### config.mk
export PLATFORM = sky130hd
export DESIGN_NAME = vqueue_serializer_flat
export DESIGN_NICKNAME = d
export VERILOG_FILES = /design/src/rtl/vqueue_serializer_pkg.sv /design/src/rtl/vqueue_serializer_if.sv /design/src/rtl/vqueue_serializer_ctr.sv /design/src/rtl/vqueue_serializer.sv /design/src/flat_wrapper.sv
export SDC_FILE = /design/constraint.sdc
export NUM_CORES = 1
export LEC_CHECK = 0
export BUFFER_PORTS_ARGS = -buffer_cell sky130_fd_sc_hd__buf_2
export CORE_ASPECT_RATIO = 0.6
export CORE_UTILIZATION = 47
export DETAILED_ROUTE_END_ITERATION = 16
export PLACE_DENSITY = 0.75
export RECOVER_POWER = 100
export SLEW_MARGIN = 25
export SYNTH_ARGS = -nofsm -noshare
export SYNTH_HDL_FRONTEND = slang
export SYNTH_HIERARCHICAL = 1
export SYNTH_SLANG_ARGS = --single-unit
### constraint.sdc
create_clock -name clk -period 1.66 [get_ports clk]
set_clock_uncertainty 0.2 [all_clocks]
set_input_delay 0.332 -clock clk [delete_from_list [all_inputs] [get_ports clk]]
set_output_delay 0.332 -clock clk [all_outputs]
set_load 0.01 [all_outputs]
### src/rtl/vqueue_serializer_pkg.sv
// Shared types and width-independent constants for the queue serializer.
// Optional feature macro used by this block: SERIALIZER_BYPASS_EN.
package vqueue_serializer_pkg;

  typedef enum logic {IDLE, SEND} ser_state_t;

  localparam int unsigned DEFAULT_DATA_WIDTH = 32;
  localparam int unsigned DEFAULT_FLIT_WIDTH = 8;

  function automatic int unsigned idx_width_f(input int unsigned num_flits);
    return (num_flits <= 1) ? 1 : $clog2(num_flits);
  endfunction

endpackage

### src/rtl/vqueue_serializer_if.sv
// Upstream deq side and downstream enq side of the serializer, grouped as one bundle.
interface vqueue_serializer_if
  import vqueue_serializer_pkg::*;
#(
  parameter int unsigned data_width = DEFAULT_DATA_WIDTH,
  parameter int unsigned flit_width = DEFAULT_FLIT_WIDTH
);
  logic                  deq_en;
  logic                  deq_rdy;
  logic [data_width-1:0] deq_msg;
  logic                  enq_en;
  logic                  enq_rdy;
  logic [flit_width-1:0] enq_msg;
  logic                  enq_last;

  modport master (
    output deq_en, input deq_rdy, input deq_msg,
    output enq_en, input enq_rdy, output enq_msg, output enq_last
  );

  modport slave (
    input deq_en, output deq_rdy, output deq_msg,
    input enq_en, output enq_rdy, input enq_msg, input enq_last
  );
endinterface

### src/rtl/vqueue_serializer_ctr.sv
// Flit index counter: clear (optionally straight to 1), increment, and last-flit flag.
module vqueue_serializer_ctr
  import vqueue_serializer_pkg::*;
#(
  parameter int unsigned num_flits = 4,
  localparam int unsigned idx_width = idx_width_f(num_flits)
) (
  input  logic                 clk,
  input  logic                 reset,
  input  logic                 clear,
  input  logic                 inc,
  output logic [idx_width-1:0] idx,
  output logic                 last
);

  assign last = (idx == idx_width'(num_flits - 1));

  always_ff @(posedge clk) begin
    if (reset) begin
      idx <= '0;
    end else if (clear) begin
      // clear+inc starts a new message with flit 0 already sent
      idx <= (inc && (num_flits > 1)) ? idx_width'(1) : '0;
    end else if (inc && !last) begin
      idx <= idx + 1'b1;
    end
  end

endmodule

### src/rtl/vqueue_serializer.sv
// Drains wide messages from an upstream queue and emits them LSB-flit-first downstream.
// Optional macro SERIALIZER_BYPASS_EN: first flit passes straight through from deq_msg in IDLE.
module vqueue_serializer
  import vqueue_serializer_pkg::*;
#(
  parameter int unsigned data_width = DEFAULT_DATA_WIDTH,
  parameter int unsigned flit_width = DEFAULT_FLIT_WIDTH
) (
  input  logic                 clk,
  input  logic                 reset,
  vqueue_serializer_if.master  q,
  output logic                 busy
);

  localparam int unsigned num_flits = data_width / flit_width;
  localparam int unsigned idx_width = idx_width_f(num_flits);

  if ((num_flits < 1) || (data_width % flit_width != 0)) begin : g_bad_widths
    $error("vqueue_serializer: data_width must be a positive multiple of flit_width");
  end

  ser_state_t state, state_d;
  logic [num_flits-1:0][flit_width-1:0] msg_q;
  logic [idx_width-1:0] idx;
  logic last, load, clr, inc;

  vqueue_serializer_ctr #(.num_flits(num_flits)) u_ctr (
    .clk   (clk),
    .reset (reset),
    .clear (clr),
    .inc   (inc),
    .idx   (idx),
    .last  (last)
  );

  always_ff @(posedge clk) begin
    if (reset) begin
      state <= IDLE;
      msg_q <= '0;
    end else begin
      state <= state_d;
      if (load) msg_q <= q.deq_msg;
    end
  end

  always_comb begin
    state_d    = state;
    load       = 1'b0;
    clr        = 1'b0;
    inc        = 1'b0;
    q.deq_en   = 1'b0;
    q.enq_en   = 1'b0;
    q.enq_msg  = '0;
    q.enq_last = 1'b0;
    if (!reset) begin
      unique case (state)
        IDLE: begin
          q.deq_en = q.deq_rdy;
          if (q.deq_rdy) begin
            load    = 1'b1;
            clr     = 1'b1;
            state_d = SEND;
          end
`ifdef SERIALIZER_BYPASS_EN
          if (q.deq_rdy && q.enq_rdy) begin
            q.enq_en   = 1'b1;
            q.enq_msg  = q.deq_msg[flit_width-1:0];
            q.enq_last = (num_flits == 1);
            if (num_flits == 1) begin
              load    = 1'b0;
              clr     = 1'b0;
              state_d = IDLE;
            end else begin
              inc = 1'b1;
            end
          end
`endif
        end
        SEND: begin
          q.enq_msg  = msg_q[idx];
          q.enq_last = last;
          q.enq_en   = q.enq_rdy;
          if (q.enq_rdy) begin
            if (!last) begin
              inc = 1'b1;
            end else begin
              // back-to-back reload keeps the link busy without a bubble
              q.deq_en = q.deq_rdy;
              if (q.deq_rdy) begin
                load = 1'b1;
                clr  = 1'b1;
              end else begin
                state_d = IDLE;
              end
            end
          end
        end
        default: state_d = IDLE;
      endcase
    end
  end

  assign busy = !reset && (state == SEND);

endmodule

### src/flat_wrapper.sv
// flat-port wrapper written by rule: the top's interface ports become plain ports
module vqueue_serializer_flat import vqueue_serializer_pkg::*;
#(
  parameter int unsigned data_width = DEFAULT_DATA_WIDTH,
  parameter int unsigned flit_width = DEFAULT_FLIT_WIDTH
)
  (clk, reset, busy, q_deq_en, q_deq_rdy, q_deq_msg, q_enq_en, q_enq_rdy, q_enq_msg, q_enq_last);
  vqueue_serializer_if #(.data_width(data_width), .flit_width(flit_width)) q_i ();
  input  logic clk;
  input  logic reset;
  output logic busy;
  output wire logic [$bits(q_i.deq_en)-1:0] q_deq_en;
  input wire logic [$bits(q_i.deq_rdy)-1:0] q_deq_rdy;
  input wire logic [$bits(q_i.deq_msg)-1:0] q_deq_msg;
  output wire logic [$bits(q_i.enq_en)-1:0] q_enq_en;
  input wire logic [$bits(q_i.enq_rdy)-1:0] q_enq_rdy;
  output wire logic [$bits(q_i.enq_msg)-1:0] q_enq_msg;
  output wire logic [$bits(q_i.enq_last)-1:0] q_enq_last;
  assign q_deq_en = q_i.deq_en;
  assign q_i.deq_rdy = q_deq_rdy;
  assign q_i.deq_msg = q_deq_msg;
  assign q_enq_en = q_i.enq_en;
  assign q_i.enq_rdy = q_enq_rdy;
  assign q_enq_msg = q_i.enq_msg;
  assign q_enq_last = q_i.enq_last;
  vqueue_serializer #(.data_width(data_width), .flit_width(flit_width)) u_core (.clk(clk), .reset(reset), .q(q_i), .busy(busy));
endmodule
==> impl_results.md, run 1 <==
- Drt initial violations: 39
- Synth cell types: 20
- Clock slew at reported path FFs: 70 ps
- H-tree levels: 2
- Final hold vios: 0
- Critical path buffers and inverters: 2
- Reg area: 709 um^2
- N_diodes: 0
- Die Area: 4260 um^2
- Initial antenna violation count: 0
- Max frequency: 484 MHz
- RSZ-0062 raised after global routing: yes
- Yosys warnings: 6
- Syn_area_per_cell: 10.4 um^2
- Synth-to-Final Area Change: 41.7%
- Drt via density: 4.83
- Fillcell total: 252
- Global Route Usage Sum: 20.5%
- DRT Wirelength: 4360 um
- Layout Cells excl Fill: 296
- Post-Syn Nets: 217
- Crit path required time: 1130 ps
- Cell area after synthesis: 1880 um^2
- Most used cell, CP: buf_6
- Pre-CTS WS: -214 ps
- Failing checks: negative setup slack
- PwrDens: 736 nW/um^2
- Core ar.: 3740 um^2
- Static Leak: 1.15 nW
- Overflow after GRT: 0
- Worst setup margin: -405 ps
- Die Y-Extent: 51.0 um
- Final setup vio count: 17
- Post-layout min period: 2070 ps
- Final #Nets: 285
- Cell count after placement: 273
- Clock tree root driver cell: clkbuf_8
- Routed via count: 1431
- Kind of critical path: flip-flop to output pin
- Port bufs: 47
- Mux contribution to synthesized area: 27.2%
- Largest stage delay, worst path: 480 ps
- CP Launch Type: flip-flop
- Yosys reg bits: 35
- Slew HR: 81.2%
- Std-Cell Rows: 17
- Worst min path class: input port to flip-flop
- Post-Synth Simple-Gate Area: 28.4%
- Largest net degree at the start of global routing: 41
- First-pass GRT wire length: 6580 um
- Sequential share of the synthesized area: 37.3%
- Tot Pwr: 1.96 mW
- Crit path cell chain: buf_6, mux4_2, and2_4, buf_6
- Max-Cap Viols: 0
- Share of layout cells above drive strength 1: 45.0%
- Drt wl/cell: 14.7 um
- Top-level port count: 48
- Later-pin clock latency in the skew report: 280 ps
- Mapped Cells: 180
- Status: complete, but fails checks
- CP max stage cell: mux4_2
- DP Wirelength: 2430 um
- Pins Over Slew Limit: 0
- Multi-input logic area: 1170 um^2
- Clk buf depth: 2
- Initial Util: 50.1%
- CTS tree: built
- Number of global-route vias before repair: 1421
- TritonCTS buffer count: 5
- Crit path max fanout: 4
- DR pass1 iterations: 4
- Complex-gate fraction of the synthesized area: 1.13%
- Die X: 83.6 um
- Largest family of logic cells by synthesized area: simple AND/OR/NAND/NOR gates
- DR DRC count: 0
- Antenna violation net count after detailed routing: 0
- Maximum VDD drop: 584 uV
- Post-Route Utilization: 71.1%
- Worst slew pin tran: 283 ps
- Kind of end point of the critical path: output pin
- Xor/xnor cell area share of the yosys netlist: 0%
- CP delay by family, top: multiplexers
- Critical Path AT: 1530 ps
- Post-synthesis adder-cell area fraction: 0.667%
- Period utilization: 124%
- Final Wtd Congestion: 0.723
- CTS Sinks: 35
[path summary, 6_finish.rpt]
kind,startpoint,slack [ps],cells after the start,end
worst max register to register,u_core/u_ctr/idx[0],-210,8,u_core/u_ctr/idx[1]
worst min-delay path,q_deq_msg[6],100,3,u_core/msg_q[6]
worst max-delay path,u_core/u_ctr/idx[0],-410,4,q_enq_msg[6]
worst min register to register,u_core/msg_q[10],270,2,u_core/msg_q[10]
[area by class of cell]
cell class,count,share of cell area [%]
tap,47,2.21
multi-input combinational,130,43.9
timing repair buffer,74,23.1
clock buffer,8,3.76
inverter,2,0.282
sequential,35,26.7
[cells in the final DEF, fill, tap and decap left out, types with 2 or more instances in the layout]
cell,instances
mux2i_1,32
clkbuf_8,7
dfxtp_4,2
buf_4,14
buf_12,3
mux4_2,8
dfxtp_1,32
buf_6,17
buf_2,35
clkbuf_16,3
nor2b_4,3
nor2_1,4
nand2b_4,2
and2_4,9
nand2b_1,64
clkbuf_1,2
[through the flow]
step	cell area, um^2	setup TNS, ps	hold slack [ps]
after global placement	2210	-4340	256
after floorplan	1910	-68.2	194
after CTS	2510	-3440	68.8
after global routing	2660	-5910	97.5
after detailed placement	2210	-5780	264
final	2660	-3850	98.1
[state kept, by name, indices dropped and copies added, names as in the netlist]
signal and flops:
u_core/u_ctr/idx 2, u_core/state 1, u_core/msg_q 32
[worst register-to-register path, cell delays in order, from the launching register on]
cell     delay (ps)
dfxtp_4         370
buf_6           130
ha_4            170
buf_4           130
buf_6           110
nor3_4          130
nor2b_4         190
mux2i_2         260
nor3_2           60
[logic make-up (layout without fill, tap and decap cells)]
group,count (synthesis),in the layout
AND/OR/NAND/NOR,85,85
multiplexers,41,41
flip-flops,35,35
buffers and inverters,15,84
AO/OA/AOI/OAI,3,3
adder cells (fa/ha/maj),1,1
[routing by layer]
| metal | up-vias | global-route usage [%] | wire (um) |
|---|---|---|---|
| li1 | 734 | - | - |
| met3 | 7 | 5.82 | 178 |
| met1 | 658 | 25.6 | 2110 |
| met4 | 0 | 10.5 | 68 |
| met5 | - | 0 | 0 |
| met2 | 32 | 32.9 | 2000 |
[synth_stat cells]
master / count / share of area (%)
nor3_2: 1 / 0.53
clkbuf_1: 6 / 1.2
buf_2: 1 / 0.27
dfxtp_1: 35 / 37
buf_6: 5 / 3.0
ha_1: 1 / 0.67
nor2_1: 4 / 0.80
buf_4: 1 / 0.40
a21boi_2: 1 / 0.60
nand3b_1: 1 / 0.40
nor3_1: 1 / 0.27
o21ai_0: 1 / 0.27
mux4_2: 8 / 9.6
inv_1: 2 / 0.40
nand2b_1: 66 / 22
nor2b_1: 2 / 0.67
nor2b_4: 1 / 0.73
mux2i_1: 33 / 18
a21oi_1: 1 / 0.27
and2_1: 9 / 3.0
[where the power goes]
part	internal, mW	total, mW	switching [mW]
Combinational	0.218	0.360	0.142
Clock	0.379	0.678	0.299
Sequential	0.890	0.919	0.0294
[what timing repair did]
item	CTS	global route
hold buffers	0	0
cloned	0	4
pin swaps	11	5
setup buffers	9	4
resized for setup	27	13
setup endpoints to repair	44	46
No activity file was read; power rests on OpenSTA's default activity.
==> inputs of run 2 (changes only) <==
- CELL_PAD_IN_SITES_DETAIL_PLACEMENT: unset -> 1
- CELL_PAD_IN_SITES_GLOBAL_PLACEMENT: unset -> 2
- CORE_UTILIZATION: 47 -> 29
- PLACE_DENSITY: 0.75 -> unset
- PLACE_DENSITY_LB_ADDON: unset -> 0.1
==> run 2 against run 1 <==
  * The flow still finishes with violations (negative setup slack)
  * Wire length increased by 3.6%
  * Combinational power decreased by 8.6%
  * Clock-buffer cell count decreased by 2
  * Global-route usage decreased by 6.0 points
  * Maximum frequency decreased by 0.21%
  * Setup slack got worse by 4.4 ps
  * Sequential power about the same
  * Via count decreased by 0.98%
  * Cell count increased by 10%
  * Critical path type unchanged
  * Largest cell class unchanged
  * Highest routed layer unchanged
==> impl_results.md, run 2 (synthesis gave the netlist of run 1 again) <==
- Status: complete, but fails checks (unchanged)
- Failing checks: negative setup slack (unchanged)
- CTS tree: built (unchanged)
- Cell Int Power: 1.41 mW (was 1.49 mW)
- Cell count after placement: 314 (was 273)
- Number of global-route vias before repair: 1511 (was 1421)
- Std-Cell Rows: 22 (was 17)
- Critical Path AT: 1540 ps (was 1530 ps)
- CP Launch Type: flip-flop (unchanged)
- Maximum VDD drop: 294 uV (was 584 uV)
- Worst min path class: input port to flip-flop (unchanged)
- Drt wl/cell: 13.8 um (was 14.7 um)
- Power share of the clock group: 33.5% (was 34.6%)
- Final hold vios: 0 (unchanged)
- Most frequent cells in the layout: 65 x nand2b_1, 37 x buf_2, 33 x mux2i_1, 33 x dfxtp_1, 16 x buf_6 (was 64 x nand2b_1, 35 x buf_2, 32 x mux2i_1, 32 x dfxtp_1, 17 x buf_6)
- Initial antenna violation count: 0 (unchanged)
- TritonCTS buffer count: 5 (unchanged)
- DRT Wirelength: 4520 um (was 4360 um)
- Port bufs: 47 (unchanged)
- Kind of critical path: flip-flop to output pin (unchanged)
- Largest stage delay, worst path: 490 ps (was 480 ps)
- Crit path max fanout: 6 (was 4)
- CP max stage cell: mux4_2 (unchanged)
- Pins Over Slew Limit: 0 (unchanged)
- TNS Setup: -4540 ps (was -3850 ps)
- Drt via density: 4.33 (was 4.83)
- Worst setup margin: -410 ps (was -405 ps)
- Layout Cells excl Fill: 327 (was 296)
- Max-Cap Viols: 0 (unchanged)
- Antenna violation net count after detailed routing: 0 (unchanged)
- Commonest non-fill, non-tap cell in the layout: nand2b_1 (unchanged)
- Die X: 106 um (was 83.6 um)
- Area after DPL: 2330 um^2 (was 2210 um^2)
- H-tree levels: 2 (unchanged)
- Largest net degree at the start of global routing: 69 (was 41)
- Sw power: 0.464 mW (was 0.471 mW)
- Die Y-Extent: 64.3 um (was 51.0 um)
- First-pass GRT wire length: 7520 um (was 6580 um)
- Kind of end point of the critical path: output pin (unchanged)
- RSZ-0062 raised after global routing: yes (unchanged)
- Synth-to-Final Area Change: 38.3% (was 41.7%)
- Clk buf depth: 2 (unchanged)
- Final setup vio count: 38 (was 17)
- Static Leak: 1.10 nW (was 1.15 nW)
- Final Wtd Congestion: 0.697 (was 0.723)
- DP Wirelength: 3100 um (was 2430 um)
- Crit path required time: 1130 ps (about the same)
- CP delay by family, top: multiplexers (unchanged)
- Fillcell total: 717 (was 252)
- Combinational share of power: 17.5% (was 18.4%)
- Die Area: 6810 um^2 (was 4260 um^2)
- Later-pin clock latency in the skew report: 280 ps (about the same)
- Final #Nets: 280 (was 285)
- Core ar.: 6170 um^2 (was 3740 um^2)
- Top flop regs: u_core/msg_q (32), u_core/u_ctr/idx (2), u_core/state (1) (unchanged)
- Global Route Usage Sum: 14.5% (was 20.5%)
- Reg area: 706 um^2 (was 709 um^2)
- Final instance area: 2590 um^2 (was 2660 um^2)
- Tot Pwr: 1.88 mW (was 1.96 mW)
- Drt initial violations: 18 (was 39)
- Reg with most FFs: u_core/msg_q (unchanged)
- Slew HR: 65.0% (was 81.2%)
- Top-level port count: 48 (unchanged)
- Register share of total power: 49.0% (was 47.0%)
- Clock tree root driver cell: clkbuf_8 (unchanged)
- Initial Util: 30.4% (was 50.1%)
- Max frequency: 483 MHz (was 484 MHz)
- DR DRC count: 0 (unchanged)
- Share of layout cells above drive strength 1: 42.0% (was 45.0%)
- N_diodes: 0 (unchanged)
- Routed via count: 1417 (was 1431)
- Switch share: 24.7% (was 24.0%)
- Clock slew at reported path FFs: 70 ps (about the same)
- Critical path buffers and inverters: 2 (unchanged)
- PwrDens: 723 nW/um^2 (was 736 nW/um^2)
- CTS Sinks: 35 (unchanged)
- Multi-input logic area: 1150 um^2 (was 1170 um^2)
- Worst slew pin tran: 525 ps (was 283 ps)
- Crit path cell chain: buf_12, mux4_2, and2_4, buf_6 (was buf_6, mux4_2, and2_4, buf_6)
- Max reg flops: 32 (unchanged)
- Overflow after GRT: 0 (unchanged)
- Post-layout min period: 2070 ps (about the same)
- DR pass1 iterations: 4 (unchanged)
- Period utilization: 125% (was 124%)
- Pre-CTS WS: -131 ps (was -214 ps)
## run 2: cell types whose count changed in the layout (fill, tap and decap cells not counted), sizes merged
cell    before  now
clkinv       0    1
clkbuf      13    6
## run 2: path summary, 6_finish.rpt
kind              cells after the start  slack [ps]                 from             endpoint
setup / recovery                      4        -410  u_core/u_ctr/idx[0]         q_enq_msg[4]
hold / removal                        3         100            q_deq_rdy         u_core/state
setup reg to reg                      8        -150  u_core/u_ctr/idx[0]  u_core/u_ctr/idx[1]
hold reg to reg                       2         280     u_core/msg_q[28]     u_core/msg_q[28]
## run 2: final cells by class
type                    instances  area share, %
multi-input cells             130           44.2
inverters                       2          0.289
clock inverters                 1          0.193
repair buffers                 69           20.9
clock buffers                   6           3.18
well taps                      84           4.05
flip-flops and latches         35           27.2
## run 2: through the flow
stage                     util [%]  hold WS [ps]
after floorplan                  -           194
after global placement        37.8           256
after detailed placement      37.8           264
after CTS                     42.0          85.6
after global routing          42.1          95.1
final                         42.1          97.3
## run 2: power by group through the flow
stage / registers (mW) / logic, mW / clock network, mW
after floorplan: 0.929 / 0.194 / 0
after global placement: 0.939 / 0.294 / 0
after detailed placement: 0.939 / 0.305 / 0
after CTS: 0.919 / 0.337 / 0.660
after global routing: 0.927 / 0.361 / 0.704
final: 0.919 / 0.329 / 0.629
## run 2: timing repair
item,in CTS,in global routing
gates cloned,1,1
resized for setup,23,8
setup endpoints to repair,44,18
hold buffers,0,0
buffers inserted,6,2
pin swaps,12,2
## run 2: layer usage
metal  GRT usage, %  part of all wire, %
met1           17.7                   48
met5              0                    0
met3           4.49                  4.3
met2           24.4                   47
met4           4.17                 0.60
## run 2: worst reg2reg max path: cells and delay by family (launching register included)
| family | cells | cell delay [ps] |
|---|---|---|
| buf+inv | 3 | 350 |
| fa+ha+maj | 1 | 170 |
| mux | 1 | 220 |
| flops | 1 | 340 |
| simple gates | 3 | 390 |
==> inputs of run 3 (changes only) <==
- BUFFER_PORTS_ARGS: -buffer_cell sky130_fd_sc_hd__buf_2 -> -buffer_cell sky130_fd_sc_hd__buf_4
- CTS_BUF_LIST: unset -> sky130_fd_sc_hd__clkbuf_16
==> run 3 against run 2 <==
  * The run still ends with negative setup slack left
  * Die area unchanged
  * Total power increased by 34%
  * Design area increased by 12%
  * Flip-flop and latch count unchanged
  * Utilization increased by 5.1 points
  * Global-route usage increased by 1.2 points
  * Combinational power increased by 20%
  * Register-to-register slack got worse by 90 ps
==> impl_results.md, run 3 (synthesis gave the netlist of run 1 again) <==
- Antenna violation net count after detailed routing: 0 (unchanged)
- Synth-to-Final Area Change: 55.0% (was 38.3%)
- CP max stage cell: mux4_2 (unchanged)
- DR pass1 iterations: 4 (unchanged)
- Largest net degree at the start of global routing: 69 (unchanged)
- Reg2Reg Setup Slack: -240 ps (was -150 ps)
- Crit path max fanout: 6 (unchanged)
- Slew HR: 65.6% (was 65.0%)
- Std-Cell Rows: 22 (unchanged)
- Die Y-Extent: 64.3 um (unchanged)
- Overflow after GRT: 0 (unchanged)
- RSZ-0062 raised after global routing: yes (unchanged)
- N_diodes: 0 (unchanged)
- Initial antenna violation count: 0 (unchanged)
- Failing checks: negative setup slack (unchanged)
- Routed via count: 1470 (was 1417)
- Wire length on met2: 2420 um (was 2120 um)
- Met3 wire len: 218 um (was 194 um)
- Final hold vios: 0 (unchanged)
- Tot Pwr: 2.52 mW (was 1.88 mW)
- Core ar.: 6170 um^2 (unchanged)
- Reg with most FFs: u_core/msg_q (unchanged)
- Kind of end point of the critical path: output pin (unchanged)
- Drt wl/cell: 15.0 um (was 13.8 um)
- Top-level port count: 48 (unchanged)
- Worst min path class: input port to flip-flop (unchanged)
- CP Launch Type: flip-flop (unchanged)
- Share of layout cells above drive strength 1: 44.4% (was 42.0%)
- PwrDens: 865 nW/um^2 (was 723 nW/um^2)
- Status: complete, but fails checks (unchanged)
- Worst slew pin tran: 517 ps (was 525 ps)
- Max frequency: 485 MHz (was 483 MHz)
- Number of global-route vias before repair: 1648 (was 1511)
- M1 wire length: 2250 um (was 2180 um)
- Largest stage delay, worst path: 490 ps (about the same)
- Max-Cap Viols: 0 (unchanged)
- Max reg flops: 32 (unchanged)
- Later-pin clock latency in the skew report: 280 ps (about the same)
- DRT Wirelength: 4980 um (was 4520 um)
- Most frequent cells in the layout: 65 x nand2b_1, 46 x buf_4, 33 x dfxtp_1 (was 65 x nand2b_1, 37 x buf_2, 33 x mux2i_1, 33 x dfxtp_1, 16 x buf_6)
- Clock slew at reported path FFs: 50 ps (was 70 ps)
- Port bufs: 47 (unchanged)
- Top flop regs: u_core/msg_q (32), u_core/u_ctr/idx (2), u_core/state (1) (unchanged)
- Die Area: 6810 um^2 (unchanged)
- Static Leak: 1.22 nW (was 1.10 nW)
- Top Layer Used: met4 (unchanged)
- Maximum VDD drop: 335 uV (was 294 uV)
- Clk buf depth: 2 (unchanged)
- Final setup vio count: 44 (was 38)
- Clock tree root driver cell: clkbuf_16 (was clkbuf_8)
- Post-layout min period: 2060 ps (was 2070 ps)
- Final Wtd Congestion: 0.677 (was 0.697)
- DR DRC count: 0 (unchanged)
- Kind of critical path: flip-flop to output pin (unchanged)
- Global Route Usage Sum: 15.7% (was 14.5%)
- Die X: 106 um (unchanged)
- Hold Slack: 116 ps (was 97.3 ps)
- Final #Nets: 284 (was 280)
- TritonCTS buffer count: 5 (unchanged)
- Crit path cell chain: buf_12, mux4_2, and2_4, buf_6 (unchanged)
- First-pass GRT wire length: 8040 um (was 7520 um)
- Critical Path AT: 1530 ps (was 1540 ps)
- Cts hold-fix bufs: 0 (unchanged)
- Initial Util: 30.4% (unchanged)
- Commonest non-fill, non-tap cell in the layout: nand2b_1 (unchanged)
- Pins Over Slew Limit: 0 (unchanged)
- Drt initial violations: 29 (was 18)
- H-tree levels: 2 (unchanged)
- CTS Sinks: 35 (unchanged)
- Period utilization: 124% (was 125%)
- Crit path required time: 1130 ps (about the same)
- DP Wirelength: 3330 um (was 3100 um)
- CTS tree: built (unchanged)
- Worst setup margin: -403 ps (was -410 ps)
- Drt via density: 4.43 (was 4.33)
run 3: metrics by stage:
step	TNS [ps]	utilization, %	worst slack, ps	cell area (um^2)	instances
floorplan	-68.2	-	-11.4	1910	180
global placement	-1070	39.5	-128	2440	314
detailed placement	-2670	39.5	-168	2440	314
CTS	-7950	46.8	-419	2890	331
global route	-9920	47.2	-439	2910	332
finish	-7860	47.2	-403	2910	332
run 3: timing repair:
action / CTS / global route
gates resized for setup: 35 / 9
endpoints found under the setup margin: 38 / 44
pin swaps: 12 / 2
cloned: 2 / 0
setup buffers: 7 / 4
run 3: area by class of cell:
type	instances	area, um^2
Tap cell	84	105
Fill cell	665	3260
Inverter	2	7.51
Multi-Input combinational cell	130	1180
Clock inverter	3	63.8
Clock buffer	5	125
Timing Repair Buffer	73	722
Sequential cell	35	708
run 3: path summary, 6_finish.rpt:
path	cells past startpoint	startpoint	end
worst max register to register	9	u_core/u_ctr/idx[1]	u_core/msg_q[30]
worst min-delay path	3	q_deq_rdy	u_core/state
worst max-delay path	4	u_core/u_ctr/idx[0]	q_enq_msg[4]
worst min register to register	2	u_core/msg_q[3]	u_core/msg_q[3]
run 3: critical path: cells and delay by family, from the launching register on:
kind	cells	cell delay, ps
muxes	1	490
and+or+nand+nor	1	160
buffers and inverters	2	240
DFF	1	360
run 3: power breakdown:
group | switching, mW | internal (mW) | total (mW) | leakage (nW)
Clock | 0.347 | 0.855 | 1.20 | 0.0952
Sequential | 0.0305 | 0.891 | 0.921 | 0.289
Combinational | 0.147 | 0.248 | 0.395 | 0.836
run 3: layer usage:
layer | up-vias | track usage [%]
met3 | 6 | 4.69
met4 | 0 | 6.77
met1 | 706 | 17.7
met5 | - | 0
met2 | 31 | 27.6
li1 | 727 | -
